==> config.mk <==
export PLATFORM = sky130hd
export DESIGN_NAME = dmem_arbiter
export DESIGN_NICKNAME = d
export VERILOG_FILES = /design/src/rtl/dmem_arbiter_pkg.sv /design/src/rtl/arb_rr2.sv /design/src/rtl/dmem_arbiter.sv
export SDC_FILE = /design/constraint.sdc
export NUM_CORES = 1
export LEC_CHECK = 0
export BUFFER_PORTS_ARGS = -buffer_cell sky130_fd_sc_hd__buf_2
export CAP_MARGIN = 10
export CORE_AREA = 8 8 93 95
export CTS_CLUSTER_SIZE = 14
export DETAILED_ROUTE_END_ITERATION = 6
export DIE_AREA = 0 0 101 103
export PLACE_DENSITY_LB_ADDON = 0.25
export SLEW_MARGIN = 20
export SYNTH_ARGS = -nofsm -noshare
export SYNTH_HDL_FRONTEND = slang
export SYNTH_SLANG_ARGS = --single-unit
export TNS_END_PERCENT = 20
==> constraint.sdc <==
create_clock -name clk -period 1.5 [get_ports clk]
set_input_delay 0.3 -clock clk [delete_from_list [all_inputs] [get_ports clk]]
set_output_delay 0.3 -clock clk [all_outputs]
set_load 0.05 [all_outputs]
==> src/rtl/dmem_arbiter_pkg.sv <==
// Shared types and constants for the data-memory arbiter.
//   arb_state_e : arbiter FSM state (round-robin or port-1 burst)
//   owner_e     : which port owns the read data returning next cycle
//   WE_READ     : byte-enable value that marks a read access
package dmem_arbiter_pkg;

    typedef enum logic [0:0] {
        ARB_STATE_RR     = 1'b0,
        ARB_STATE_BURST1 = 1'b1
    } arb_state_e;

    typedef enum logic [1:0] {
        OWNER_NONE = 2'd0,
        OWNER_P0   = 2'd1,
        OWNER_P1   = 2'd2
    } owner_e;

    localparam logic [3:0] WE_READ = 4'b0000;

    function automatic logic is_read(input logic [3:0] we);
        return we == WE_READ;
    endfunction

endpackage

==> src/rtl/arb_rr2.sv <==
// Two-way round-robin picker.
// Ports:
//   req[1:0]      : request from port 1 (bit 1) and port 0 (bit 0)
//   last          : port granted most recently (the other one wins a tie)
//   prio_override : when set and port 1 requests, port 1 wins outright
//   gnt[1:0]      : one-hot (or zero) grant
module arb_rr2 (
    input  logic [1:0] req,
    input  logic       last,
    input  logic       prio_override,
    output logic [1:0] gnt
);

    always_comb begin
        gnt = 2'b00;
        if (prio_override && req[1]) begin
            gnt = 2'b10;
        end else if (req == 2'b11) begin
            gnt = last ? 2'b01 : 2'b10;
        end else if (req[0]) begin
            gnt = 2'b01;
        end else if (req[1]) begin
            gnt = 2'b10;
        end
    end

endmodule

==> src/rtl/dmem_arbiter.sv <==
// Data-memory arbiter: shares one single-port synchronous memory between the
// core load/store path (port 0) and the loader/DMA engine (port 1).
// One access per cycle, read data returned one cycle after the grant.
// Port 1 may hold the memory for bursts of up to MAX_BURST accesses with p1_lock.
//
// Ports:
//   clk, rst                      : clock, synchronous active-high reset
//   p0_req/we/addr/wdata          : port 0 request (we == 0 means read)
//   p0_gnt, p0_rvalid, p0_rdata   : port 0 grant and read return
//   p1_req/we/addr/wdata, p1_lock : port 1 request, burst lock
//   p1_gnt, p1_rvalid, p1_rdata   : port 1 grant and read return
//   mem_en/we/addr/din, mem_dout  : memory interface
//   stall                         : port 0 requesting but not granted
//
// Build option: define CORE_PRIORITY_EN for fixed priority to port 0 with a
// starvation guard that force-grants port 1 after MAX_WAIT denied cycles.
module dmem_arbiter
    import dmem_arbiter_pkg::*;
#(
    parameter int unsigned AWIDTH    = 14,
    parameter int unsigned DWIDTH    = 32,
    parameter int unsigned MAX_BURST = 8,
    parameter int unsigned MAX_WAIT  = 4
) (
    input  logic              clk,
    input  logic              rst,
    input  logic              p0_req,
    input  logic [3:0]        p0_we,
    input  logic [AWIDTH-1:0] p0_addr,
    input  logic [DWIDTH-1:0] p0_wdata,
    output logic              p0_gnt,
    output logic              p0_rvalid,
    output logic [DWIDTH-1:0] p0_rdata,
    input  logic              p1_req,
    input  logic [3:0]        p1_we,
    input  logic [AWIDTH-1:0] p1_addr,
    input  logic [DWIDTH-1:0] p1_wdata,
    input  logic              p1_lock,
    output logic              p1_gnt,
    output logic              p1_rvalid,
    output logic [DWIDTH-1:0] p1_rdata,
    output logic              mem_en,
    output logic [3:0]        mem_we,
    output logic [AWIDTH-1:0] mem_addr,
    output logic [DWIDTH-1:0] mem_din,
    input  logic [DWIDTH-1:0] mem_dout,
    output logic              stall
);

    localparam logic [7:0] BURST_LIM = 8'(MAX_BURST);

    arb_state_e state_q, state_d;
    owner_e     owner_q, owner_d;
    logic       last_q, last_d;     // 1: port 1 granted most recently
    logic [7:0] burst_q, burst_d;
    logic [7:0] burst_inc;

    logic [1:0] pick;
    logic       rr_last;
    logic       override;
    logic       burst_hold;

    assign burst_hold = (state_q == ARB_STATE_BURST1) && p1_req && p1_lock;
    assign burst_inc  = burst_q + 8'd1;

`ifdef CORE_PRIORITY_EN
    localparam logic [7:0] WAIT_LIM = 8'(MAX_WAIT);

    logic [7:0] wait_q, wait_d;

    // Tie always resolves to port 0; the wait counter breaks starvation.
    assign rr_last  = 1'b1;
    assign override = (wait_q == WAIT_LIM);

    always_comb begin
        wait_d = 8'd0;
        if (p1_req && !p1_gnt) begin
            wait_d = (wait_q == WAIT_LIM) ? wait_q : wait_q + 8'd1;
        end
    end

    always_ff @(posedge clk) begin
        if (rst) begin
            wait_q <= 8'd0;
        end else begin
            wait_q <= wait_d;
        end
    end
`else
    logic unused_max_wait;

    assign rr_last         = last_q;
    assign override        = 1'b0;
    assign unused_max_wait = ^8'(MAX_WAIT);
`endif

    arb_rr2 u_rr (
        .req           ({p1_req, p0_req}),
        .last          (rr_last),
        .prio_override (override),
        .gnt           (pick)
    );

    // Grants are forced low during reset so nothing reaches the memory.
    always_comb begin
        p0_gnt = 1'b0;
        p1_gnt = 1'b0;
        if (!rst) begin
            if (burst_hold) begin
                p1_gnt = 1'b1;
            end else begin
                p0_gnt = pick[0];
                p1_gnt = pick[1];
            end
        end
    end

    always_comb begin
        state_d = state_q;
        last_d  = last_q;
        burst_d = burst_q;
        owner_d = OWNER_NONE;

        // Burst ends as soon as port 1 stops asking for it.
        if (state_q == ARB_STATE_BURST1 && !(p1_req && p1_lock)) begin
            state_d = ARB_STATE_RR;
            burst_d = 8'd0;
        end

        if (p0_gnt) begin
            last_d  = 1'b0;
            state_d = ARB_STATE_RR;
            burst_d = 8'd0;
            if (is_read(p0_we)) begin
                owner_d = OWNER_P0;
            end
        end else if (p1_gnt) begin
            last_d = 1'b1;
            if (is_read(p1_we)) begin
                owner_d = OWNER_P1;
            end
            if (p1_lock && (burst_inc < BURST_LIM)) begin
                state_d = ARB_STATE_BURST1;
                burst_d = burst_inc;
            end else begin
                // Unlocked access or burst limit: back to RR, port 0 favoured.
                state_d = ARB_STATE_RR;
                burst_d = 8'd0;
            end
        end
    end

    always_ff @(posedge clk) begin
        if (rst) begin
            state_q <= ARB_STATE_RR;
            owner_q <= OWNER_NONE;
            last_q  <= 1'b1;
            burst_q <= 8'd0;
        end else begin
            state_q <= state_d;
            owner_q <= owner_d;
            last_q  <= last_d;
            burst_q <= burst_d;
        end
    end

    always_comb begin
        mem_we   = 4'b0000;
        mem_addr = '0;
        mem_din  = '0;
        if (p0_gnt) begin
            mem_we   = p0_we;
            mem_addr = p0_addr;
            mem_din  = p0_wdata;
        end else if (p1_gnt) begin
            mem_we   = p1_we;
            mem_addr = p1_addr;
            mem_din  = p1_wdata;
        end
    end

    assign mem_en = p0_gnt | p1_gnt;
    assign stall  = p0_req & ~p0_gnt;

    // A read granted just before reset must not return data during reset.
    assign p0_rvalid = !rst && (owner_q == OWNER_P0);
    assign p1_rvalid = !rst && (owner_q == OWNER_P1);
    assign p0_rdata  = p0_rvalid ? mem_dout : '0;
    assign p1_rdata  = p1_rvalid ? mem_dout : '0;

endmodule

==> key figures <==
Die
  • Count of boundary I/O pins: about 260
  • Placeable Area: between 0.007 and 0.008 mm2
  • Vert. Die Dim: between 100 and 150 um
  • Chip Width: about 100 um
  • FP Rows: 31
  • Initial cell density of the core: 22.3%
  • Die footprint: 0.0104 mm2

Detailed routing
  • Drt via density: between 4 and 5
  • Initial DRC count: 38
  • Top routing layer in use: met4
  • WL met2: approximately 6.0 mm
  • Number of search-and-repair iterations in the first detailed-routing pass: 4
  • Detailed-route via count: around 2,600
  • Met1 wire length: approximately 3.6 mm
  • Mean routed wirelength per cell: 19.0 um
  • Met3 routed wirelength: between 800 and 900 um
  • Post-detailed-route DRC marker count: 0
  • Number of nets still failing antenna checks after routing: 0
  • Total routed wirelength: 10.7 mm

STA
  • Slew @ Worst Pin: between 0.3 and 0.4 ns
  • Upper clock frequency limit: approximately 510 MHz
  • Pins Over Slew Limit: 0
  • Worst-case setup margin in the final layout: -0.463 ns
  • Max transition margin: 78.2%
  • RSZ-0062 raised after global routing: true
  • Largest clock skew in the final design: between 0.002 and 0.0025 ns
  • Share of the clock period used by the worst path: 131%
  • Clock period minus final worst setup slack: between 1.5 and 2 ns
  • Final hold violations: 0
  • Final setup violation count: 121

Run status
  • Failing checks: negative setup slack
  • Result of the run: finished with violations

Placement
  • Worst slack after detailed placement: -0.382 ns
  • Detail Placement HPWL: 8.44 mm
  • Placed insts: between 500 and 600
  • Post-place instance area: 0.00369 mm2
  • Final estimated routing congestion in global placement: ~0.80
  • Number of buffer cells added on primary ports: 256

Finish
  • Total Nets Final: 602
  • Post-layout instance count excluding filler cells: around 570
  • Core occupancy in the finished layout: about 63%
  • Multi-input combinational cell area: roughly 0.0017 mm2
  • Syn-to-layout area delta: 183%
  • Layout fillers: a little under 600
  • Sequential cell area in the final layout: approximately 240 um2
  • Fraction of final layout cells with drive strength greater than 1: 81.0%
  • Final design area excluding fillers: 0.00452 mm2

Global route
  • Pin count of the biggest net entering global routing: 34
  • Total congestion overflow: 0
  • Tot GR Track Use: a little under a fifth
  • Number of global-route vias before repair: around 2,700
  • Initial antenna violation count: 3
  • Wire length of the first global-routing pass: 14.9 mm

Min path
  • Class of the tightest hold or removal check: in -> reg
  • Launch point of the worst hold path: p0_req
  • Worst-case hold path end point: last_q
  • Cells on Worst Hold Path: 3

Synthesis
  • Register bit count reported by yosys: 12
  • Async set or reset register ratio after synthesis: 0%
  • Post-synthesis cell area: roughly 0.0016 mm2
  • Top-area cell type share of the netlist area: 28.0%
  • Library cells used by synthesis: 32
  • Synth area leaders: sky130_fd_sc_hd__a22o_1 (28%), sky130_fd_sc_hd__and2_1 (28%), sky130_fd_sc_hd__dfxtp_1 (15%)
  • Synthesized area per cell: 8.57 um2
  • Yosys warning count: 0
  • Post-synthesis sequential area ratio: 15.1%
  • Total nets after synthesis: 324
  • Most instantiated flip-flop cell in the synthesis netlist: sky130_fd_sc_hd__dfxtp_1
  • Number of flops mapped to enable cells by yosys: 0
  • Yosys top cell by area: sky130_fd_sc_hd__a22o_1
  • Instance count of the mapped netlist: roughly 190

Critical path
  • Crit path required time: approximately 1.2 ns
  • Crit path largest cell delay: approximately 0.32 ns
  • Beginning of the worst register-to-register path: burst_q[1]
  • Reg-to-Reg End: burst_q[0]
  • CP max-delay cell: sky130_fd_sc_hd__dfxtp_2
  • Cell repeated most along the worst path: sky130_fd_sc_hd__buf_12
  • Worst-path cell chain: a21bo_4, nor2_4, nor3b_4, buf_12, buf_12, a22o_4, buf_8
  • Category of the most critical setup path: reg -> out
  • Maximum fanout count along the critical path: 14
  • R2R setup slack: -0.05 ns
  • Buffers plus inverters on the worst setup path: 3
  • Type of element capturing the critical path: output port
  • CP top delay family: buffers and inverters
  • Worst-case reg-to-reg path depth: 5
  • Critical path depth in cells: 7
  • Worst Path Arrival: 1.66 ns
  • Type of origin of the critical path: register

Clock tree
  • TritonCTS Buffers: 3
  • Clk Latency, worst-skew pair: 0.24 ns
  • TritonCTS clock tree: done
  • Hold buffer count at cts: 0
  • Clock Tree Buf Depth: 2
  • H-tree levels: 1
  • Clock transition at the registers of the reported paths: around 0.050 ns
  • Cell chosen for the clock root: sky130_fd_sc_hd__clkbuf_8
  • Number of clock sinks: 12

Run
  • Max-cap viol count: 0

Pwr
  • Worst IR Drop VDD: roughly 380 uV
  • Static Leak: approximately 2.4 nW
  • Ratio of total power to cell area: around 450 mW/mm2
==> registers in the layout, indices dropped and copies added (netlist names) <==
name / cells
burst_q: 8
owner_q: 2
last_q: 1
state_q: 1
==> cells in the final DEF (no fill, tap or decap), types with 2 or more instances in the layout <==
cell,instances
sky130_fd_sc_hd__and2_1,53
sky130_fd_sc_hd__buf_6,33
sky130_fd_sc_hd__diode_2,3
sky130_fd_sc_hd__nor3b_2,2
sky130_fd_sc_hd__nor4b_1,2
sky130_fd_sc_hd__buf_12,13
sky130_fd_sc_hd__buf_8,38
sky130_fd_sc_hd__and2_4,2
sky130_fd_sc_hd__clkbuf_8,4
sky130_fd_sc_hd__inv_1,2
sky130_fd_sc_hd__nand2_1,2
sky130_fd_sc_hd__buf_2,136
sky130_fd_sc_hd__buf_4,68
sky130_fd_sc_hd__dfxtp_1,11
sky130_fd_sc_hd__nor2_1,2
sky130_fd_sc_hd__a22o_4,49
sky130_fd_sc_hd__nor4_1,3
sky130_fd_sc_hd__and3_1,3
sky130_fd_sc_hd__and2_2,18
==> timing repair <==
| action | CTS | global route |
|---|---|---|
| hold endpoints to repair | 0 | 0 |
| cloned | 0 | 2 |
| endpoints found under the setup margin | 122 | 123 |
| pin swaps | 2 | 16 |
| gates resized for setup | 209 | 19 |
| buffers inserted | 2 | 1 |
==> worst min-delay path, delay by kind of cell <==
family,cells,cell delay [ns]
buf+inv,2,0.22
compound gates,1,0.07
==> cells by family (layout without fill, tap and decap cells) <==
kind of cell | count (synthesis) | in the layout | share of synthesized area [%]
AO/OA/AOI/OAI | 60 | 60 | 35.1
buffers and inverters | 19 | 295 | 11.3
AND/OR/NAND/NOR | 92 | 93 | 36.5
multiplexers | 1 | 1 | 0.706
flip-flops | 12 | 12 | 15.1
XOR/XNOR | 1 | 1 | 0.550
adder cells (fa/ha/maj) | 1 | 1 | 0.785
other | 0 | 3 | 0
==> how the worst max path moves through the flow <==
stage,start,end,slack [ns]
6_report,last_q,mem_din[19],-0.46
5_1_grt,last_q,mem_din[19],-0.51
4_1_cts,last_q,mem_din[18],-0.46
3_5_place_dp,p1_lock,mem_addr[0],-0.38
3_3_place_gp,p1_lock,mem_din[30],-0.36
2_1_floorplan,last_q,mem_addr[10],-0.15
==> stage by stage <==
stage | power, mW | hold WS (ns) | TNS [ns]
after global placement | 1.45 | 0.464 | -31.41
after CTS | 2.01 | 0.365 | -33.82
final | 2.05 | 0.386 | -32.25
after floorplan | 1.07 | 0.393 | -13.98
after global routing | 2.13 | 0.399 | -39.50
after detailed placement | 1.46 | 0.473 | -32.95
==> power by group <==
group | switching, mW | leakage, nW | internal [mW]
combinational | 0.712 | 2.30 | 0.660
clock | 0.120 | 0.0288 | 0.232
sequential | 0.00317 | 0.0970 | 0.325
==> synthesized netlist by cell type, types with 2 or more instances <==
library cell and instances:
sky130_fd_sc_hd__and2_1 71, sky130_fd_sc_hd__a22o_1 51, sky130_fd_sc_hd__dfxtp_1 12, sky130_fd_sc_hd__buf_12 6, sky130_fd_sc_hd__buf_2 6, sky130_fd_sc_hd__clkbuf_1 4
sky130_fd_sc_hd__and3_1 3, sky130_fd_sc_hd__nor2_1 3, sky130_fd_sc_hd__nor4_1 3, sky130_fd_sc_hd__inv_1 2, sky130_fd_sc_hd__nand2_1 2, sky130_fd_sc_hd__nor3b_1 2
sky130_fd_sc_hd__nor4b_1 2
==> layer usage <==
layer	vias up	global-route usage [%]
met5	-	0
met4	0	5.73
met3	18	4.46
met2	116	36.5
met1	1178	17.5
li1	1252	-
==> cell type report <==
cell class / instances / share of cell area [%]
repair buffers: 289 / 53.6
inverters: 2 / 0.166
multi-input cells: 156 / 36.8
well taps: 99 / 2.74
diodes: 3 / 0.166
flip-flops and latches: 12 / 5.35
clock buffers: 4 / 1.22
No activity file was read; power rests on OpenSTA's default activity.
